$ cat config.mk
export PLATFORM = sky130hd
export DESIGN_NAME = ofdm_cp_remover
export DESIGN_NICKNAME = d
export VERILOG_FILES = /design/src/rtl/ofdm_cp_remover.sv
export SDC_FILE = /design/constraint.sdc
export NUM_CORES = 1
export LEC_CHECK = 0
export CAP_MARGIN = 5
export CELL_PAD_IN_SITES_DETAIL_PLACEMENT = 1
export CELL_PAD_IN_SITES_GLOBAL_PLACEMENT = 2
export CORE_MARGIN = 2
export CORE_UTILIZATION = 32
export DETAILED_ROUTE_END_ITERATION = 7
export PLACE_DENSITY = 0.83
export RECOVER_POWER = 25
export SLEW_MARGIN = 40
export SYNTH_ARGS = -nofsm -noshare
export SYNTH_HDL_FRONTEND = slang
export SYNTH_SLANG_ARGS = --single-unit
export TNS_END_PERCENT = 20
$ cat constraint.sdc
create_clock -name clk -period 6.7 [get_ports clk]
set_input_delay 1.005 -clock clk [delete_from_list [all_inputs] [get_ports clk]]
set_output_delay 1.005 -clock clk [all_outputs]
set_load 0.1 [all_outputs]
$ cat src/rtl/ofdm_cp_remover.sv
// Cyclic-prefix remover for framed OFDM sample streams: skips cp_len samples,
// passes sym_len samples per symbol, optionally drops after num_syms symbols.
module ofdm_cp_remover #(
    parameter int BASE  = 0,
    parameter int WIDTH = 32
) (
    input  logic             clk,
    input  logic             aresetn,
    input  logic             clear,
    input  logic             set_stb,
    input  logic [7:0]       set_addr,
    input  logic [31:0]      set_data,
    input  logic [WIDTH-1:0] i_tdata,
    input  logic             i_tlast,
    input  logic             i_tvalid,
    output logic             i_tready,
    output logic [WIDTH-1:0] o_tdata,
    output logic             o_tlast,
    output logic             o_tvalid,
    input  logic             o_tready,
    output logic             eob,
    output logic [15:0]      sym_cnt
);

    localparam logic [1:0] SKIP = 2'd0;
    localparam logic [1:0] PASS = 2'd1;
    localparam logic [1:0] DROP = 2'd2;

    localparam logic [7:0] ADDR_LEN = 8'(BASE);
    localparam logic [7:0] ADDR_NUM = 8'(BASE + 1);

    logic [15:0] sym_len_reg, cp_len_reg, num_syms_reg;
    logic [15:0] sym_len_act, cp_len_act, num_syms_act;
    logic [15:0] sym_len_eff, cp_len_eff, num_syms_eff;
    logic [15:0] last_smp;
    logic [15:0] cp_cnt, smp_cnt;
    logic [16:0] sym_cnt_inc;
    logic [1:0]  state, cur_state, home_state;
    logic        fresh;
    logic        in_pass, accept, quota_hit;

    // NOTE: settings are plain registers, so they take a reset value like any other flop.
    always_ff @(posedge clk or negedge aresetn) begin
        if (!aresetn) begin
            sym_len_reg  <= 16'd64;
            cp_len_reg   <= 16'd16;
            num_syms_reg <= 16'd0;
        end else if (set_stb) begin
            if (set_addr == ADDR_LEN) begin
                sym_len_reg <= set_data[15:0];
                cp_len_reg  <= set_data[31:16];
            end else if (set_addr == ADDR_NUM) begin
                num_syms_reg <= set_data[15:0];
            end
        end
    end

    // Until the first beat of a burst is accepted the live registers are in force,
    // so the burst-start state always reflects the settings written before it.
    always_comb begin
        sym_len_eff  = fresh ? sym_len_reg  : sym_len_act;
        cp_len_eff   = fresh ? cp_len_reg   : cp_len_act;
        num_syms_eff = fresh ? num_syms_reg : num_syms_act;
        last_smp     = (sym_len_eff == 16'd0) ? 16'd0 : sym_len_eff - 16'd1;
        home_state   = (cp_len_eff == 16'd0) ? PASS : SKIP;
        cur_state    = fresh ? home_state : state;
        in_pass      = (cur_state == PASS);
        i_tready     = in_pass ? o_tready : 1'b1;
        o_tvalid     = in_pass & i_tvalid;
        o_tdata      = i_tdata;
        o_tlast      = in_pass & (i_tlast | (smp_cnt == last_smp));
        accept       = i_tvalid & i_tready;
        sym_cnt_inc  = {1'b0, sym_cnt} + 17'd1;
        quota_hit    = (num_syms_eff != 16'd0) && (sym_cnt_inc == {1'b0, num_syms_eff});
    end

    // NOTE: all state below uses non-blocking assignments so every flop samples pre-edge values.
    always_ff @(posedge clk or negedge aresetn) begin
        if (!aresetn) begin
            fresh        <= 1'b1;
            state        <= SKIP;
            cp_cnt       <= 16'd0;
            smp_cnt      <= 16'd0;
            sym_cnt      <= 16'd0;
            eob          <= 1'b0;
            sym_len_act  <= 16'd64;
            cp_len_act   <= 16'd16;
            num_syms_act <= 16'd0;
        end else if (clear) begin
            fresh   <= 1'b1;
            state   <= SKIP;
            cp_cnt  <= 16'd0;
            smp_cnt <= 16'd0;
            sym_cnt <= 16'd0;
            eob     <= 1'b0;
        end else begin
            eob <= accept & i_tlast;
            if (accept) begin
                if (fresh) begin
                    sym_len_act  <= sym_len_reg;
                    cp_len_act   <= cp_len_reg;
                    num_syms_act <= num_syms_reg;
                end
                if (i_tlast) begin
                    fresh   <= 1'b1;
                    state   <= SKIP;
                    cp_cnt  <= 16'd0;
                    smp_cnt <= 16'd0;
                    sym_cnt <= 16'd0;
                end else begin
                    fresh <= 1'b0;
                    case (cur_state)
                        SKIP: begin
                            if (cp_cnt == cp_len_eff - 16'd1) begin
                                state  <= PASS;
                                cp_cnt <= 16'd0;
                            end else begin
                                state  <= SKIP;
                                cp_cnt <= cp_cnt + 16'd1;
                            end
                        end
                        PASS: begin
                            if (smp_cnt == last_smp) begin
                                smp_cnt <= 16'd0;
                                if (sym_cnt != 16'hFFFF) sym_cnt <= sym_cnt_inc[15:0];
                                state <= quota_hit ? DROP : home_state;
                            end else begin
                                state   <= PASS;
                                smp_cnt <= smp_cnt + 16'd1;
                            end
                        end
                        default: state <= DROP;
                    endcase
                end
            end
        end
    end

endmodule
## After elaboration in Yosys (flattened, before gate mapping)

Cells that the tools add are included.

| word-level totals | value |
|---|---|
| ROM bits | 0 |
| word-level logic and storage cells | 81 |
| latch bits | 0 |
| memories | 0 |
| memory bits (writable) | 0 |
| register bits | 148 |

| cells by class | value |
|---|---|
| bitwise operators | 7 |
| add/subtract/negate cells | 5 |
| mux-type cells | 34 |
| div/mod/pow operators | 0 |
| shift operators | 0 |
| reduce and logical (&&, ||, !) cells | 17 |
| order comparisons | 0 |
| multiply operators | 0 |
| equal/unequal tests | 6 |

Operators by type and width:

| operator | count |
|---|---|
| 2-to-1 mux 16 bit | 20 |
| adder 16 x 1 -> 16 bit, second input constant | 2 |
| == test 16 bit | 2 |
| logical NOT 16 bit | 2 |
| subtractor 16 x 1 -> 16 bit, second input constant | 2 |
| adder 16 x 1 -> 17 bit, second input constant | 1 |
| == test 17 x 16 -> 1 bit | 1 |
| inequality test 16 bit, second input constant | 1 |
| nonzero test 16 bit | 1 |
| 2-to-1 mux 2 bit | 6 |
| nonzero test 3 bit | 4 |
| == test 8 x 1 -> 1 bit, second input constant | 1 |
| logical NOT 8 bit | 1 |
| AND reduction 2 bit | 4 |
| 2-to-1 mux 1 bit | 7 |
| AND 1 bit | 4 |
| case mux 2 bit (2 select lines) | 1 |
| AND reduction 4 bit | 1 |
| AND reduction 3 bit | 1 |
| == test 2 x 1 -> 1 bit, second input constant | 1 |
| logical NOT 2 bit | 1 |
| inverter 1 bit | 2 |
| nonzero test 2 bit | 1 |
| logical AND 1 bit | 1 |
| bitwise OR 1 bit | 1 |

## Longest topological paths before layout

| depth | value |
|---|---|
| depth after elaboration | 9 |
| gate-level depth with buffers | 20 |
| depth with buffers taken out | 11 |

## Worst setup path after synthesis

OpenSTA, ideal clock, no wires.

| path | value |
|---|---|
| path kind | reg2out |
| from | register fresh |
| to | output o_tlast |
| arrival | 6.868 ns |
| setup slack | -1.173 ns |
| stages on the path, launching flop included | 19 |
| required time | 5.695 ns |
| cell sequence | dfstp_2 -> buf_2 -> buf_1 -> clkbuf_1 -> buf_1 -> clkbuf_1 -> buf_1 -> mux2i_1 -> ha_1 -> nor4b_1 -> o22ai_1 -> or3_1 -> clkbuf_1 -> a41oi_1 -> o311ai_1 -> or4_4 -> or3b_1 -> buf_2 -> a21oi_1 |

| between the ends | value |
|---|---|
| longest elaborated chain between the ends | 6 |
| elaborated cells on any way between the ends | 12 |
| classes of those cells | 1 x add/sub; 2 x eq/ne; 5 x mux; 2 x bitwise; 2 x reduce/logical |

RTL lines:

| what | line | text |
|---|---|---|
| start, declared | 39 | `logic fresh;` |
| start signal, assigned | 80 | `fresh <= 1'b1;` |
| start signal, assigned | 90 | `fresh <= 1'b1;` |
| start signal, assigned | 105 | `fresh <= 1'b1;` |
| 2-to-1 mux 16 bit | - |  |
| subtractor 16 x 1 -> 16 bit (tied with other cells) | 64 | `last_smp = (sym_len_eff == 16'd0) ? 16'd0 : sym_len_eff - 16'd1;` |
| 2-to-1 mux 16 bit / 2-to-1 mux 1 bit (equally long branches) | 64, 65 |  |
| == test 16 bit / 2-to-1 mux 2 bit (equally long branches) | 71, 66 |  |
| bitwise OR 1 bit / == test 2 x 1 -> 1 bit (equally long branches) | 71, 67 |  |
| AND 1 bit (*) | 71 | `o_tlast = in_pass & (i_tlast \| (smp_cnt == last_smp));` |
| end, declared | 18 | `output logic o_tlast,` |

Mark *: on every way between the ends. The rest lies on a longest branch, timed or not.

## Worst setup path in the final report

Ends and elaborated chain as after synthesis.

==> impl_metrics.yaml <==
outcome:
  outcome: "complete, but fails checks"
  failed_checks: "max-capacitance violations, max-slew violations"
routing:
  drt_wl_total_um: 24280
  vias: 6772
  initialDrtViolationCount: 311
  wire_per_inst_um: 18.63
  remaining_drc_errors: 0
  vias_per_cell: 5.197
  antenna_left: 0
  firstDrtPassIters: 4
global_route:
  antenna_found_initial: 0
  grt_pass1_vias: 7175
  grt_pass1_wl_um: 39590
  grt_max_degree: 89
  groute.usage.overall_pct: 17.35
  overflow: 0
clock_tree:
  clockBufferDepth: 2
  worstSkewPairLatency_ns: 0.44
  ctsResizeCount: 0
  clk_pin_slew_ns: 0.06
  cts_sinks: 148
  cts_buffers: 17
  clockRootBuffer: "clkbuf_16"
  cts_setup_buffers: 0
  h-tree-depth: 4
  ctsHoldBuffers: 0
  cts_tree: "built"
critical_path:
  rr_worst_depth: 12
  path_depth: 12
  reg2reg_slack_ns: 1.28
  r2r-start: "fresh"
  crit_fanout: 37
  timing_worst_setup_path_type: "reg2out"
  slowest_delay_ns: 0.88
  crit_family: "simple AND/OR/NAND/NOR gates"
  worstSetupEndpoint: "o_tlast"
  crit_required_ns: 5.69
  crit_path_top_delay_cell: "dfstp_4"
  arrival_ns: 5.17
  critPathBufInv: 2
  crit_path_start_kind: "flip-flop"
  path_cells: "mux2i_1 -> ha_1 -> nor4b_1 -> o22ai_1 -> buf_4 -> or3_1 -> a41oi_1 -> o311ai_1 -> or4_4 -> or3b_1 -> a21oi_4 -> buf_12"
  critPathLaunch: "fresh"
  r2r-end: "sym_cnt[8]"
  cp-end-kind: "output pin"
logic_synthesis:
  synth_seq_area_share_pct: 41.47
  postSynthCellCount: 886
  synth_fp_nets: 970
  synthDistinctLibCells: 68
  synth_area_leader_cell: "dfrtp_1"
  synth_area_leaders: "dfrtp_1, mux2_2, xnor2_1"
  synth_top_area_share_pct: 40.00
  ys.flop_type: "dfrtp_1"
  synthArstFlopShare_pct: 100.0
  yosysMostFrequentCell: "dfrtp_1"
  yosys_register_bits: 148
  ys_warn_count: 0
  yosys-top-cells-count: "dfrtp_1, mux2_2, nor2_1, xnor2_1, mux2i_1"
  synth_area_um2: 8946
  synth_edf_count: 0
  syn_avg_cell_area_um2: 10.10
layout:
  num_antenna_cells: 0
  nFillCells: 3131
  drive_above_1_share_pct: 18.81
  syn_to_final_growth_pct: 15.38
  final_util_pct: 37.36
  nets: 996
  finalNonFillerCells: 1303
power:
  cellPowerDensity_nw_per_um2: 243.0
  power_leakage_uw: 0.004703
  vdd_drop_max_v: 0.0001960
timing:
  min_period_ns: 6.176
  drv_slew: 89
  tightestPinTransition_ns: 4.988
  maxSlewHeadroom_pct: -232.5
  rsz0062_at_grt: "no"
  period_share_pct: 92.18
  finalHoldViolations: 0
  setup_ws_ns: 0.5242
  fin_skew_ns: 0.01581
  fin_tns_setup_ns: 0
  max_freq_mhz: 161.9
  finalSetupViolCount: 0
floorplanning:
  start_util_pct: 32.38
  dieArea_um2: 29310
  row_count: 61
  io_pins: 131
  die_w_um: 171.2
  die_h_um: 171.2
  coreArea_um2: 27630
min_path:
  hp-class: "reg2reg"
placed_design:
  dp.cells: 1271
  dp_hpwl_um: 17510
  port_buffers: 66
  place_congestion: 0.8247
  dp_slack_ns: 1.088
flow_run:
  drv_cap: 1
final cells by class:
| cell class | instances | area [um2] | share of cell area [%] |
|---|---|---|---|
| multi-input cells | 653 | 4807 | 46.57 |
| well taps | 378 | 473.0 | 4.582 |
| clock inverters | 11 | 152.6 | 1.479 |
| inverters | 14 | 52.55 | 0.5091 |
| repair buffers | 78 | 673.1 | 6.521 |
| flip-flops and latches | 148 | 3714 | 35.98 |
| clock buffers | 21 | 450.4 | 4.364 |
layer usage:
| metal | track usage [%] | up-vias | share of wire (%) |
|---|---|---|---|
| li1 | - | 3240 | - |
| met1 | 22.48 | 3442 | 46 |
| met2 | 30.00 | 73 | 50 |
| met3 | 2.761 | 17 | 2.4 |
| met4 | 4.827 | 0 | 1.0 |
| met5 | 0 | - | 0 |
layout by cell type (no fill, tap or decap), types with 14 or more instances in the layout:
master | netlist | final
a21oi_1 | 24 | 23
and3_1 | 29 | 29
buf_2 | 9 | 18
clkbuf_16 | 0 | 17
clkdlybuf4s50_1 | 0 | 45
dfrtp_1 | 143 | 143
inv_1 | 14 | 14
mux2_2 | 94 | 94
mux2i_1 | 46 | 46
nand2_1 | 32 | 32
nand3_1 | 18 | 17
nand4_1 | 16 | 16
nor2_1 | 93 | 92
nor3_1 | 34 | 34
nor4_1 | 18 | 18
o21ai_0 | 27 | 27
xnor2_1 | 57 | 57
xor2_1 | 37 | 37
how the worst min path moves through the flow:
stage	from	end	slack [ns]	cells past startpoint
after floorplan	cp_len_act[15]	cp_len_act[15]	0.48	1
after global placement	cp_len_act[15]	cp_len_act[15]	0.49	1
after detailed placement	cp_len_act[15]	cp_len_act[15]	0.50	1
after CTS	cp_len_act[15]	cp_len_act[15]	0.51	1
after global routing	cp_len_reg[1]	cp_len_reg[1]	0.54	1
final	cp_len_act[15]	cp_len_act[15]	0.51	1
stage by stage:
stage          hold slack, ns  area, um2  total power [uW]
6_report               0.5074      10320              2509
5_1_grt                0.5443      10320              2634
4_1_cts                0.5088      10320              2536
3_5_place_dp           0.4956       9721              1514
3_3_place_gp           0.4879       9787              1503
2_1_floorplan          0.4787       8960              1444
cell families after synthesis:
family          count (synthesis)  share of synthesized area [%]
compound gates                112                          8.490
xor+xnor                       94                          9.203
fa+ha+maj                       5                         0.6993
buf+inv                        85                          5.133
flops                         148                          41.47
mux                           140                          16.98
simple gates                  302                          18.03
where the power goes:
group          switching, uW  leakage, uW  total [uW]  internal [uW]
clock                    410     0.000284        1010            599
combinational            279      0.00240         499            220
sequential              58.7      0.00202        1000            943
total                    747      0.00470        2510           1760
Note: power is estimated with default switching activity, not from simulation.
